## config.mk

```make
export PLATFORM = sky130hd
export DESIGN_NAME = dmem_pipe_ctrl
export DESIGN_NICKNAME = d
export VERILOG_FILES = /design/src/rtl/dmem_pipe_ctrl.sv
export SDC_FILE = /design/constraint.sdc
export NUM_CORES = 1
export LEC_CHECK = 0
export CORE_ASPECT_RATIO = 0.9
export CORE_MARGIN = 1
export CORE_UTILIZATION = 50
export CTS_CLUSTER_DIAMETER = 120
export DETAILED_ROUTE_END_ITERATION = 16
export DONT_BUFFER_PORTS = 1
export SETUP_SLACK_MARGIN = 0.5
export SLEW_MARGIN = 40
export SYNTH_ARGS = -nofsm -noshare
export SYNTH_HDL_FRONTEND = slang
export SYNTH_SLANG_ARGS = --single-unit
```

## constraint.sdc

```tcl
create_clock -name clk -period 8.8 [get_ports clk]
set_input_delay 1.76 -clock clk [delete_from_list [all_inputs] [get_ports clk]]
set_output_delay 1.76 -clock clk [all_outputs]
set_load 0.02 [all_outputs]
```

## src/rtl/dmem_pipe_ctrl.sv

```systemverilog
// Pipelined data-memory controller: one issue slot, an in-order response
// tracker, load/store arbitration with anti-starvation, and load squash.
module dmem_pipe_ctrl #(
    parameter int ROB_ID_W     = 5,
    parameter int DEPTH        = 4,
    parameter int STORE_PRIO   = 0,
    parameter int STARVE_LIMIT = 8
) (
    input  logic                       clk,
    input  logic                       rst,
    input  logic                       flush,
    input  logic                       ld_valid,
    output logic                       ld_ready,
    input  logic [ROB_ID_W-1:0]        ld_rob_id,
    input  logic [31:0]                ld_addr,
    input  logic [2:0]                 ld_funct3,
    input  logic                       st_valid,
    output logic                       st_ready,
    input  logic [ROB_ID_W-1:0]        st_rob_id,
    input  logic [31:0]                st_addr,
    input  logic [3:0]                 st_wmask,
    input  logic [31:0]                st_wdata,
    output logic [31:0]                dmem_addr,
    output logic [3:0]                 dmem_rmask,
    output logic [3:0]                 dmem_wmask,
    output logic [31:0]                dmem_wdata,
    input  logic                       dmem_ready,
    input  logic                       dmem_resp,
    input  logic [31:0]                dmem_rdata,
    output logic                       wb_valid,
    output logic [ROB_ID_W-1:0]        wb_rob_id,
    output logic                       wb_store,
    output logic [31:0]                wb_rd_data,
    output logic [31:0]                wb_rdata_raw,
    output logic [$clog2(DEPTH+1)-1:0] outstanding,
    output logic                       resp_err
);

    localparam int PTR_W = $clog2(DEPTH);
    localparam int CNT_W = $clog2(DEPTH+1);
    localparam logic [4:0] LIMIT = 5'(STARVE_LIMIT);
    localparam logic PRIO_ST = (STORE_PRIO != 0);

    // issue slot
    logic                slot_valid;
    logic                slot_store;
    logic [ROB_ID_W-1:0] slot_rob_id;
    logic [2:0]          slot_funct3;
    logic [31:0]         slot_addr;
    logic [3:0]          slot_wmask;
    logic [31:0]         slot_wdata;
    logic [3:0]          slot_rmask;

    // response tracker
    logic                trk_store  [DEPTH];
    logic [ROB_ID_W-1:0] trk_rob_id [DEPTH];
    logic [2:0]          trk_funct3 [DEPTH];
    logic [1:0]          trk_off    [DEPTH];
    logic                trk_squash [DEPTH];
    logic [PTR_W-1:0]    wr_ptr;
    logic [PTR_W-1:0]    rd_ptr;
    logic [CNT_W-1:0]    count;
    logic [CNT_W-1:0]    count_nxt;

    logic                push;
    logic                pop;
    logic                cancel;
    logic                slot_free;
    logic                can_accept;
    logic                ld_req;
    logic                ld_acc;
    logic                st_acc;
    logic                force_loser;
    logic                prio_st;
    logic                loser_valid;
    logic                loser_acc;
    logic [3:0]          starve_cnt;
    logic [3:0]          starve_nxt;

    logic                head_store;
    logic [ROB_ID_W-1:0] head_rob_id;
    logic [2:0]          head_funct3;
    logic [1:0]          head_off;
    logic                head_squash;
    logic                wb_fire;
    logic [7:0]          byte_v;
    logic [15:0]         half_v;
    logic [31:0]         ld_ext;

    assign push      = slot_valid & dmem_ready;
    assign pop       = dmem_resp & (count != '0);
    assign cancel    = slot_valid & ~slot_store & flush & ~dmem_ready;
    assign slot_free = ~slot_valid | push;
    assign count_nxt = count + CNT_W'(push) - CNT_W'(pop);

    // room is reserved in the tracker for whatever sits in the slot
    assign can_accept = ~rst & slot_free & (count_nxt < CNT_W'(DEPTH));

    assign ld_req      = ld_valid & ~flush;
    assign force_loser = {1'b0, starve_cnt} >= LIMIT;
    assign prio_st     = PRIO_ST ^ force_loser;

    assign ld_ready = can_accept & ~flush & (~st_valid | ~prio_st);
    assign st_ready = can_accept & (~ld_req | prio_st);
    assign ld_acc   = ld_valid & ld_ready;
    assign st_acc   = st_valid & st_ready;

    assign loser_valid = PRIO_ST ? ld_valid : st_valid;
    assign loser_acc   = PRIO_ST ? ld_acc : st_acc;

    always_comb begin
        starve_nxt = starve_cnt;
        if (!loser_valid || loser_acc) begin
            starve_nxt = '0;
        end else if (starve_cnt != 4'hF) begin
            starve_nxt = starve_cnt + 4'd1;
        end
    end

    always_ff @(posedge clk or posedge rst) begin
        if (rst) begin
            starve_cnt <= '0;
        end else begin
            starve_cnt <= starve_nxt;
        end
    end

    always_ff @(posedge clk or posedge rst) begin
        if (rst) begin
            slot_valid  <= 1'b0;
            slot_store  <= 1'b0;
            slot_rob_id <= '0;
            slot_funct3 <= '0;
            slot_addr   <= '0;
            slot_wmask  <= '0;
            slot_wdata  <= '0;
        end else if (ld_acc) begin
            slot_valid  <= 1'b1;
            slot_store  <= 1'b0;
            slot_rob_id <= ld_rob_id;
            slot_funct3 <= ld_funct3;
            slot_addr   <= ld_addr;
            slot_wmask  <= '0;
            slot_wdata  <= '0;
        end else if (st_acc) begin
            slot_valid  <= 1'b1;
            slot_store  <= 1'b1;
            slot_rob_id <= st_rob_id;
            slot_funct3 <= '0;
            slot_addr   <= st_addr;
            slot_wmask  <= st_wmask;
            slot_wdata  <= st_wdata;
        end else if (push || cancel) begin
            slot_valid  <= 1'b0;
        end
    end

    always_comb begin
        slot_rmask = 4'hF;
        case (slot_funct3)
            3'b000, 3'b100: slot_rmask = 4'b0001 << slot_addr[1:0];
            3'b001, 3'b101: slot_rmask = slot_addr[1] ? 4'b1100 : 4'b0011;
            default:        slot_rmask = 4'hF;
        endcase
    end

    assign dmem_addr  = {slot_addr[31:2], 2'b00};
    assign dmem_rmask = (slot_valid & ~slot_store) ? slot_rmask : 4'h0;
    assign dmem_wmask = (slot_valid & slot_store) ? slot_wmask : 4'h0;
    assign dmem_wdata = (slot_valid & slot_store) ? slot_wdata : 32'h0;

    always_ff @(posedge clk or posedge rst) begin
        if (rst) begin
            wr_ptr <= '0;
            rd_ptr <= '0;
            count  <= '0;
            for (int i = 0; i < DEPTH; i++) begin
                trk_store[i]  <= 1'b0;
                trk_rob_id[i] <= '0;
                trk_funct3[i] <= '0;
                trk_off[i]    <= '0;
                trk_squash[i] <= 1'b0;
            end
        end else begin
            for (int i = 0; i < DEPTH; i++) begin
                if (flush && !trk_store[i]) begin
                    trk_squash[i] <= 1'b1;
                end
            end
            // a load leaving the slot during flush enters already squashed
            if (push) begin
                trk_store[wr_ptr]  <= slot_store;
                trk_rob_id[wr_ptr] <= slot_rob_id;
                trk_funct3[wr_ptr] <= slot_funct3;
                trk_off[wr_ptr]    <= slot_addr[1:0];
                trk_squash[wr_ptr] <= flush & ~slot_store;
                wr_ptr             <= wr_ptr + PTR_W'(1);
            end
            if (pop) begin
                rd_ptr <= rd_ptr + PTR_W'(1);
            end
            count <= count_nxt;
        end
    end

    assign outstanding = count;
    assign head_store  = trk_store[rd_ptr];
    assign head_rob_id = trk_rob_id[rd_ptr];
    assign head_funct3 = trk_funct3[rd_ptr];
    assign head_off    = trk_off[rd_ptr];
    assign head_squash = trk_squash[rd_ptr];

    always_comb begin
        byte_v = dmem_rdata[{head_off, 3'b000} +: 8];
        half_v = head_off[1] ? dmem_rdata[31:16] : dmem_rdata[15:0];
        case (head_funct3)
            3'b000:  ld_ext = {{24{byte_v[7]}}, byte_v};
            3'b001:  ld_ext = {{16{half_v[15]}}, half_v};
            3'b010:  ld_ext = dmem_rdata;
            3'b100:  ld_ext = {24'h0, byte_v};
            3'b101:  ld_ext = {16'h0, half_v};
            default: ld_ext = 32'h0;
        endcase
    end

    // a flush arriving with the load response also drops it
    assign wb_fire = pop & (head_store | (~head_squash & ~flush));

    always_ff @(posedge clk or posedge rst) begin
        if (rst) begin
            wb_valid     <= 1'b0;
            wb_rob_id    <= '0;
            wb_store     <= 1'b0;
            wb_rd_data   <= '0;
            wb_rdata_raw <= '0;
            resp_err     <= 1'b0;
        end else begin
            wb_valid     <= wb_fire;
            wb_rob_id    <= wb_fire ? head_rob_id : '0;
            wb_store     <= wb_fire & head_store;
            wb_rd_data   <= (wb_fire & ~head_store) ? ld_ext : 32'h0;
            wb_rdata_raw <= (wb_fire & ~head_store) ? dmem_rdata : 32'h0;
            if (dmem_resp && count == '0) begin
                resp_err <= 1'b1;
            end
        end
    end

endmodule
```

==> metrics.txt, run 1 <==
status=finished clean; clock sink count=209; core footprint=0.0177 mm2; initial antenna violation count=2; Reg2Reg Launch Point=outstanding[2]; Final WS setup=3.12 ns; fin crit period=5.68 ns; crit-path cells=o31ai_2 -> inv_1 -> ha_1 -> inv_1 -> ha_1 -> fa_1 -> xnor3_1 -> a2111oi_4; Hold Crit Start=trk_funct3[4]; yosys warns=0; worst hold-check path type=register to register; sequential group share of total power=44.9%; Sequential cell area=0.00523 mm2; r2r setup slk=4.43 ns; max-cap violations=0; share of layout cells above drive strength 1=16.2%; type of the worst setup path=primary input to output pin; switching portion of total power=36.5%; DRC errors left=0; H-tree levels=1; port buffer count=0; FF-to-FF path depth=12; fillers=1503; kind of end point of the critical path=output pin; gr usage total=22.1%; drt total wl=20400 um; Seq cells post-synth=209; Internal=2310 uW; critical path's slowest cell=a2111oi_4; starting density of the core=51.3%; GRT overflow=0; leak pwr=0.00485 uW; RSZ-0062 raised after global routing=false; worst-case vdd ir drop=162 uV; clock buffers created by TritonCTS=22; synth top area cells=dfrtp_1 (58%), mux2_2 (5.9%), a22oi_1 (4.4%), a22o_1 (3.8%), nand2_1 (3.7%); die extent in y=130 um; Gates resized, CTS repair=0; pre-CTS WS=2.97 ns; WHS=0.480 ns; drt pass-1 iters=5; Via Count=5660; Yosys top cell by area=dfrtp_1; first-iteration detailed-routing DRC count=313; Reg-to-Reg End=slot_addr[11]; Synth top area share=57.5%; DPL Wire Length=14200 um; post-synthesis sequential area ratio=57.5%; via count normalized by instance count=5.88; crit path from=dmem_resp; synth unique cells=47; RePlAce Congestion=0.825; Layout area overhead=7.39%; vias in the first global route=5586; worst-margin pin slew=0.761 ns; relative slew slack=49.2%; final net count=866; Switch Pwr=1330 uW; clock transition at the registers of the reported paths=0.05 ns; pins over their slew limit=0; final hold vios=0; mean routed wirelength per cell=21.2 um; syn avg cell area=12.1 um2; Worst setup endpoint=st_ready; global-route wire length before repair=31600 um; Fin Setup TNS=0 ns; die area=0.0187 mm2; setup bufs post-CTS=0; Startpoint Class=primary input; cts hold-fix bufs=0; cell row count=46; Critical Path AT=3.92 ns; Req. time, crit path=7.04 ns; final setup skew=0.0132 ns; Logic pwr share=28.7%; clock power share=26.4%; Antenna Violating Nets Remaining=0; TritonCTS clock tree=built; PwrDens=373 mW/mm2; CTS root buf=clkbuf_16; final setup vio count=0; multi-input logic area=0.00334 mm2; largest net degree at the start of global routing=126; I/O pins=301; Post-synth EDFFs=0; die width=144 um; slowest stage delay, CP=0.66 ns; fraction of registers with async set/reset=100%; Highest Clock Rate=0.176 GHz; Top FF cell, synth=dfrtp_1; Worst-Skew Late Latency=0.50 ns; final worst path period share=64.6%; Post-Synthesis Cell Area=0.00909 mm2; CTS Buffer Depth=3; CP Max Fanout=5; Post-Synthesis Cells=750
how the worst min path moves through the flow:
stage                                 to  depth (start not counted)
after floorplan            trk_squash[1]                          2
after global placement    trk_funct3[10]                          2
after detailed placement   trk_funct3[4]                          2
after CTS                  trk_funct3[4]                          2
after global routing      slot_wdata[29]                          1
final                      trk_funct3[4]                          2
Yosys cell counts (2+ instances only):
library cell,n
a2111oi_4,2
a21o_1,16
a21oi_1,23
a22o_1,39
a22oi_1,53
a31oi_1,2
and2_1,36
and3_1,38
buf_2,8
buf_4,41
buf_6,4
clkbuf_1,23
dfrtp_1,209
ha_1,8
inv_1,16
mux2_2,48
mux2i_1,4
mux4_2,11
nand2_1,89
nand2b_1,5
nand3_1,6
nor2_1,13
nor2b_1,8
nor3_1,4
o21ai_0,19
xnor2_1,4
routing by layer:
metal  global-route usage [%]  vias up  routed length [um]
met5                        0        -                   0
met4                     8.36        0                 553
met3                     5.58       37                1620
met2                     36.6      226               10200
met1                     28.0     2874                8050
li1                         -     2523                   -
logic make-up (layout without fill, tap and decap cells):
family / count (synthesis) / in the layout / synth area share, %
compound gates: 163 / 163 / 13.4
other cells: 1 / 4 / 0.0412
xor+xnor: 5 / 5 / 0.633
simple gates: 207 / 207 / 11.7
fa+ha+maj: 9 / 9 / 1.32
flops: 209 / 209 / 57.5
buf+inv: 92 / 62 / 5.93
mux: 64 / 64 / 9.40
cell usage in the layout, fill, tap and decap left out, types with 2 or more instances in the layout:
cell type  count
a2111oi_4      2
a211oi_2       2
a21o_1        16
a21oi_1       23
a22o_1        39
a22oi_1       53
a31oi_1        2
and2_1        35
and3_1        38
buf_4          5
bufinv_16      3
clkbuf_1       6
clkbuf_16     23
clkbuf_8       5
clkinv_2       4
conb_1         2
dfrtp_1      206
dfrtp_2        3
diode_2        2
ha_1           8
inv_1         15
mux2_2        48
mux2i_1        4
mux4_2        11
nand2_1       89
nand2b_1       5
nand3_1        6
nor2_1        13
nor2b_1        8
nor3_1         4
o21ai_0       18
o21ai_1        2
xnor2_1        4
critical path, delay by kind of cell:
family	cells	cell delay (ns)
adder cells (fa/ha/maj)	3	0.88
AO/OA/AOI/OAI	2	0.78
XOR/XNOR	1	0.30
buffers and inverters	2	0.21
power groups by stage:
stage	Combinational [uW]	Clock [uW]	Sequential, uW
global route	1170	1030	1680
finish	1040	962	1630
CTS	1050	987	1640
detailed placement	1050	0	1650
floorplan	1120	0	1420
global placement	996	0	1630
through the flow:
step,instances,cell area (um2),utilization (%),total power [uW]
after floorplan,751,9100,-,2540
after global placement,920,8960,50.6,2630
after detailed placement,921,8980,50.6,2700
after CTS,961,9740,55.0,3670
after global routing,963,9770,55.1,3880
final,963,9770,55.1,3640
cell type report:
| class | count | share of cell area (%) |
|---|---|---|
| Multi-Input combinational cell | 450 | 34.2 |
| Clock buffer | 33 | 6.69 |
| Antenna cell | 2 | 0.0512 |
| Timing Repair Buffer | 6 | 0.525 |
| Inverter | 16 | 0.743 |
| Sequential cell | 209 | 53.6 |
| Tap cell | 240 | 3.07 |
| Clock inverter | 7 | 1.13 |
sequential cells by signal, indices dropped and copies added (netlist names), 2 cells and up:
name / count
wr_ptr: 2
wb_rob_id: 5
starve_cnt: 4
wb_rdata_raw: 32
trk_rob_id: 20
slot_addr: 32
trk_funct3: 12
slot_rob_id: 5
trk_store: 4
slot_funct3: 3
trk_squash: 4
outstanding: 3
wb_rd_data: 32
rd_ptr: 2
slot_wdata: 32
slot_wmask: 4
trk_off: 8
Note: power is estimated with default switching activity, not from simulation.
==> run 2, diff against run 1 <==
--- a/config.mk
+++ b/config.mk
@@ -11,6 +11,7 @@
 export CTS_CLUSTER_DIAMETER = 120
 export DETAILED_ROUTE_END_ITERATION = 16
 export DONT_BUFFER_PORTS = 1
+export PLACE_DENSITY = 0.68
 export SETUP_SLACK_MARGIN = 0.5
 export SLEW_MARGIN = 40
 export SYNTH_ARGS = -nofsm -noshare
==> constraint.sdc (replaced) <==
create_clock -name clk -period 5.1 [get_ports clk]
set_input_delay 1.02 -clock clk [delete_from_list [all_inputs] [get_ports clk]]
set_output_delay 1.02 -clock clk [all_outputs]
set_load 0.02 [all_outputs]
==> metrics.txt, run 2 (synthesis gave the netlist of run 1 again) <==
Detail Route met2 WL=10900 um; Logic pwr share=29.1%; via count normalized by instance count=5.92; fillers=1459; CP Max Fanout=5; largest net degree at the start of global routing=157; CTS root buf=clkbuf_16; worst-margin pin slew=0.735 ns; type of the worst setup path=register to output pin; PwrDens=645 mW/mm2; WHS=0.460 ns; Internal=4040 uW; worst-case vdd ir drop=360 uV; most common cell after layout, fill and taps aside=dfrtp_1; gr usage total=21.7%; CTS Buffer Depth=3; GRT overflow=0; relative slew slack=50.8%; pre-CTS WS=0.854 ns; r2r setup slk=1.40 ns; first-iteration detailed-routing DRC count=251; drt pass-1 iters=5; core footprint=0.0177 mm2; Reg2Reg Launch Point=outstanding[2]; share of layout cells above drive strength 1=16.8%; cell row count=46; leak pwr=0.00490 uW; Startpoint Class=register; final setup skew=0.00952 ns; Fin Setup TNS=0 ns; H-tree levels=1; final setup vio count=0; Final WS setup=0.782 ns; drt total wl=20600 um; FF-to-FF path depth=11; Critical Path AT=3.30 ns; final hold vios=0; DPL Wire Length=14200 um; sequential group share of total power=43.9%; switching portion of total power=36.5%; DRC errors left=0; Max Used Layer=met4; mean routed wirelength per cell=21.3 um; die area=0.0187 mm2; Req. time, crit path=4.08 ns; met1 wire length=7520 um; fin crit period=4.32 ns; TritonCTS clock tree=built; status=finished clean; port buffer count=0; clock transition at the registers of the reported paths=0.06 ns; pins over their slew limit=0; global-route wire length before repair=31200 um; Reg-to-Reg End=slot_wdata[0]; kind of end point of the critical path=output pin; max-cap violations=0; final net count=871; vias in the first global route=5635; total power=6360 uW; Via Count=5723; worst hold-check path type=primary input to async pin; routed wl met3=1690 um; commonest non-fill, non-tap cells in the layout=dfrtp_1 (207), nand2_1 (89), a22oi_1 (53); clock sink count=209; setup bufs post-CTS=0; I/O pins=301; Switch Pwr=2320 uW; initial antenna violation count=1; RSZ-0062 raised after global routing=false; Antenna Violating Nets Remaining=0; RePlAce Congestion=0.823; Highest Clock Rate=0.232 GHz; final worst path period share=84.7%; die width=144 um; Worst-Skew Late Latency=0.50 ns; Layout area overhead=8.49%; clock buffers created by TritonCTS=23; clock power share=27.0%; starting density of the core=51.3%; die extent in y=130 um
## run 2: worst max-delay path, cell delays in order (launching register included)
cell and delay, ns:
dfrtp_1 0.50, o31ai_4 0.42, inv_1 0.13, ha_1 0.29, inv_1 0.04, ha_1 0.18
fa_1 0.37, xnor3_1 0.27, a2111oi_4 0.59
## run 2: layout make-up
type	instances	area, um2	area share [%]
multi-input cells	450	3340	33.9
flip-flops and latches	209	5230	53.0
well taps	240	300	3.04
clock inverters	8	126	1.28
clock buffers	33	673	6.82
inverters	16	63.8	0.647
repair buffers	10	124	1.26
diodes	1	2.50	0.0254
## run 2: how the worst max path moves through the flow
stage                              start       end  slack [ns]  depth (start not counted)
after floorplan                dmem_resp  st_ready        1.06                          8
after detailed placement  outstanding[1]  st_ready        0.85                          8
after global placement    outstanding[1]  st_ready        0.94                          8
after CTS                 outstanding[1]  st_ready        0.58                          8
final                     outstanding[2]  st_ready        0.78                          8
after global routing      outstanding[1]  st_ready        0.59                          8
## run 2: metal layers
metal	global-route usage [%]	vias to the layer above
li1	-	2534
met1	25.5	2884
met2	38.9	263
met3	5.83	42
met4	6.75	0
met5	0	-
## run 2: timing repair
| action | CTS | global route |
|---|---|---|
| gates resized for setup | 1 | 1 |
| endpoints found under the setup margin | 2 | 2 |
| pin swaps | 0 | 0 |
| hold buffers | 0 | 0 |
## run 2: power by group through the flow
| stage | registers, uW | logic (uW) | clock network, uW |
|---|---|---|---|
| after detailed placement | 2810 | 1860 | 0 |
| after global placement | 2770 | 1780 | 0 |
| after global routing | 2860 | 2050 | 1830 |
| after CTS | 2790 | 1860 | 1750 |
| after floorplan | 2460 | 1930 | 0 |
| final | 2790 | 1850 | 1720 |
## run 2: metrics by stage
| stage | utilization, % | cells | cell area (um2) |
|---|---|---|---|
| 2_1_floorplan | - | 751 | 9100 |
| 3_3_place_gp | 50.8 | 923 | 9010 |
| 3_5_place_dp | 50.9 | 924 | 9020 |
| 4_1_cts | 55.4 | 965 | 9830 |
| 5_1_grt | 55.7 | 967 | 9870 |
| 6_report | 55.7 | 967 | 9870 |
==> run 3, diff against run 2 <==
--- a/config.mk
+++ b/config.mk
@@ -11,7 +11,6 @@
 export CTS_CLUSTER_DIAMETER = 120
 export DETAILED_ROUTE_END_ITERATION = 16
 export DONT_BUFFER_PORTS = 1
-export PLACE_DENSITY = 0.68
 export SETUP_SLACK_MARGIN = 0.5
 export SLEW_MARGIN = 40
 export SYNTH_ARGS = -nofsm -noshare
==> constraint.sdc (replaced) <==
create_clock -name clk -period 4.4 [get_ports clk]
set_input_delay 0.88 -clock clk [delete_from_list [all_inputs] [get_ports clk]]
set_output_delay 0.88 -clock clk [all_outputs]
set_load 0.02 [all_outputs]
==> metrics.txt, run 3 (synthesis gave the netlist of run 1 again) <==
most common cell after layout, fill and taps aside=dfrtp_1; starting density of the core=51.3%; Layout area overhead=8.28%; pins over their slew limit=0; Worst-Skew Late Latency=0.50 ns; RSZ-0062 raised after global routing=true; design area=0.00985 mm2; first-iteration detailed-routing DRC count=346; gr usage total=22.7%; routed wl met3=1770 um; drt total wl=21100 um; Highest Clock Rate=0.259 GHz; die width=144 um; max-cap violations=0; initial antenna violation count=1; PwrDens=732 mW/mm2; relative slew slack=48.2%; fillers=1515; type of the worst setup path=register to output pin; leak pwr=0.00489 uW; die extent in y=130 um; drt pass-1 iters=4; largest net degree at the start of global routing=77; core footprint=0.0177 mm2; Detail Route met2 WL=10300 um; Placed Area=0.00910 mm2; Fin Setup TNS=0 ns; Critical Path AT=2.97 ns; worst hold-check path type=primary input to async pin; Startpoint Class=register; cell row count=46; final setup skew=0.00838 ns; clock transition at the registers of the reported paths=0.06 ns; fin crit period=3.85 ns; DPL Wire Length=14700 um; kind of end point of the critical path=output pin; CTS root buf=clkbuf_16; cts hold-fix bufs=0; final worst path period share=87.6%; CTS Buffer Depth=3; GRT overflow=0; share of layout cells above drive strength 1=18.1%; Via Count=5700; RePlAce Congestion=0.786; final setup vio count=0; total power=7210 uW; via count normalized by instance count=5.85; final net count=882; vias in the first global route=5773; clock sink count=209; worst-case vdd ir drop=377 uV; Max Used Layer=met4; Antenna Violating Nets Remaining=0; worst-margin pin slew=0.775 ns; DRC errors left=0; met1 wire length=8420 um; H-tree levels=1; final hold vios=0; clock buffers created by TritonCTS=22; pre-CTS WS=0.360 ns; CP Max Fanout=4; port buffer count=0; mean routed wirelength per cell=21.7 um; status=finished clean; die area=0.0187 mm2; global-route wire length before repair=32200 um; TritonCTS clock tree=built; I/O pins=301; Req. time, crit path=3.52 ns; Final WS setup=0.546 ns; commonest non-fill, non-tap cells in the layout=dfrtp_1 (208), nand2_1 (89), a22oi_1 (53)
## run 3: cell count changes in the layout (fill, tap and decap cells not counted), sizes merged
| cell | change |
|---|---|
| buf | +12 |
| bufinv | -3 |
| clkbuf | -1 |
## run 3: final timing paths
check                                from              to  slack (ns)  cells after the start
max reg2reg                outstanding[2]  slot_wdata[25]        0.93                     13
min reg2reg                 trk_squash[1]   trk_squash[1]        0.48                      2
min in group clk            trk_squash[1]   trk_squash[1]        0.48                      2
max in group asynchronous             rst  trk_rob_id[16]        3.37                      3
max                        outstanding[2]        st_ready        0.55                      8
min                                   rst      slot_store        0.15                      1
## run 3: metal layers
layer,vias to the layer above,GRT usage (%)
met3,40,6.06
met1,2866,28.5
met2,246,38.0
li1,2548,-
met4,0,8.24
met5,-,0
## run 3: what timing repair did
item	4_1_cts	5_1_grt
endpoints found under the setup margin	79	2
pin swaps	2	4
gates resized for setup	3	7
setup buffers	2	3
cloned	0	0
## run 3: metrics by stage
stage / cells / util (%) / hold slack (ns)
global route: 975 / 55.5 / 0.135
detailed placement: 932 / 51.4 / 0.466
floorplan: 751 / - / 0.442
global placement: 929 / 51.0 / 0.456
CTS: 971 / 55.2 / 0.133
finish: 975 / 55.5 / 0.150
## run 3: power breakdown
group | switching, uW | internal (uW)
sequential | 693 | 2500
combinational | 1300 | 1020
clock | 715 | 988
total | 2710 | 4510
## run 3: cell type report
| type | count | area [um2] | share of cell area [%] |
|---|---|---|---|
| Antenna cell | 1 | 2.50 | 0.0254 |
| Clock buffer | 32 | 629 | 6.39 |
| Clock inverter | 5 | 28.8 | 0.292 |
| Inverter | 16 | 63.8 | 0.648 |
| Multi-Input combinational cell | 450 | 3370 | 34.3 |
| Sequential cell | 209 | 5230 | 53.1 |
| Tap cell | 240 | 300 | 3.05 |
| Timing Repair Buffer | 22 | 218 | 2.21 |
## run 3: worst max-delay path: stages, from the launching register on
cell       delay [ns]
dfrtp_1          0.40
o31ai_4          0.29
inv_2            0.09
ha_4             0.27
inv_2            0.04
ha_4             0.15
fa_2             0.34
xnor3_2          0.29
a2111oi_4        0.61
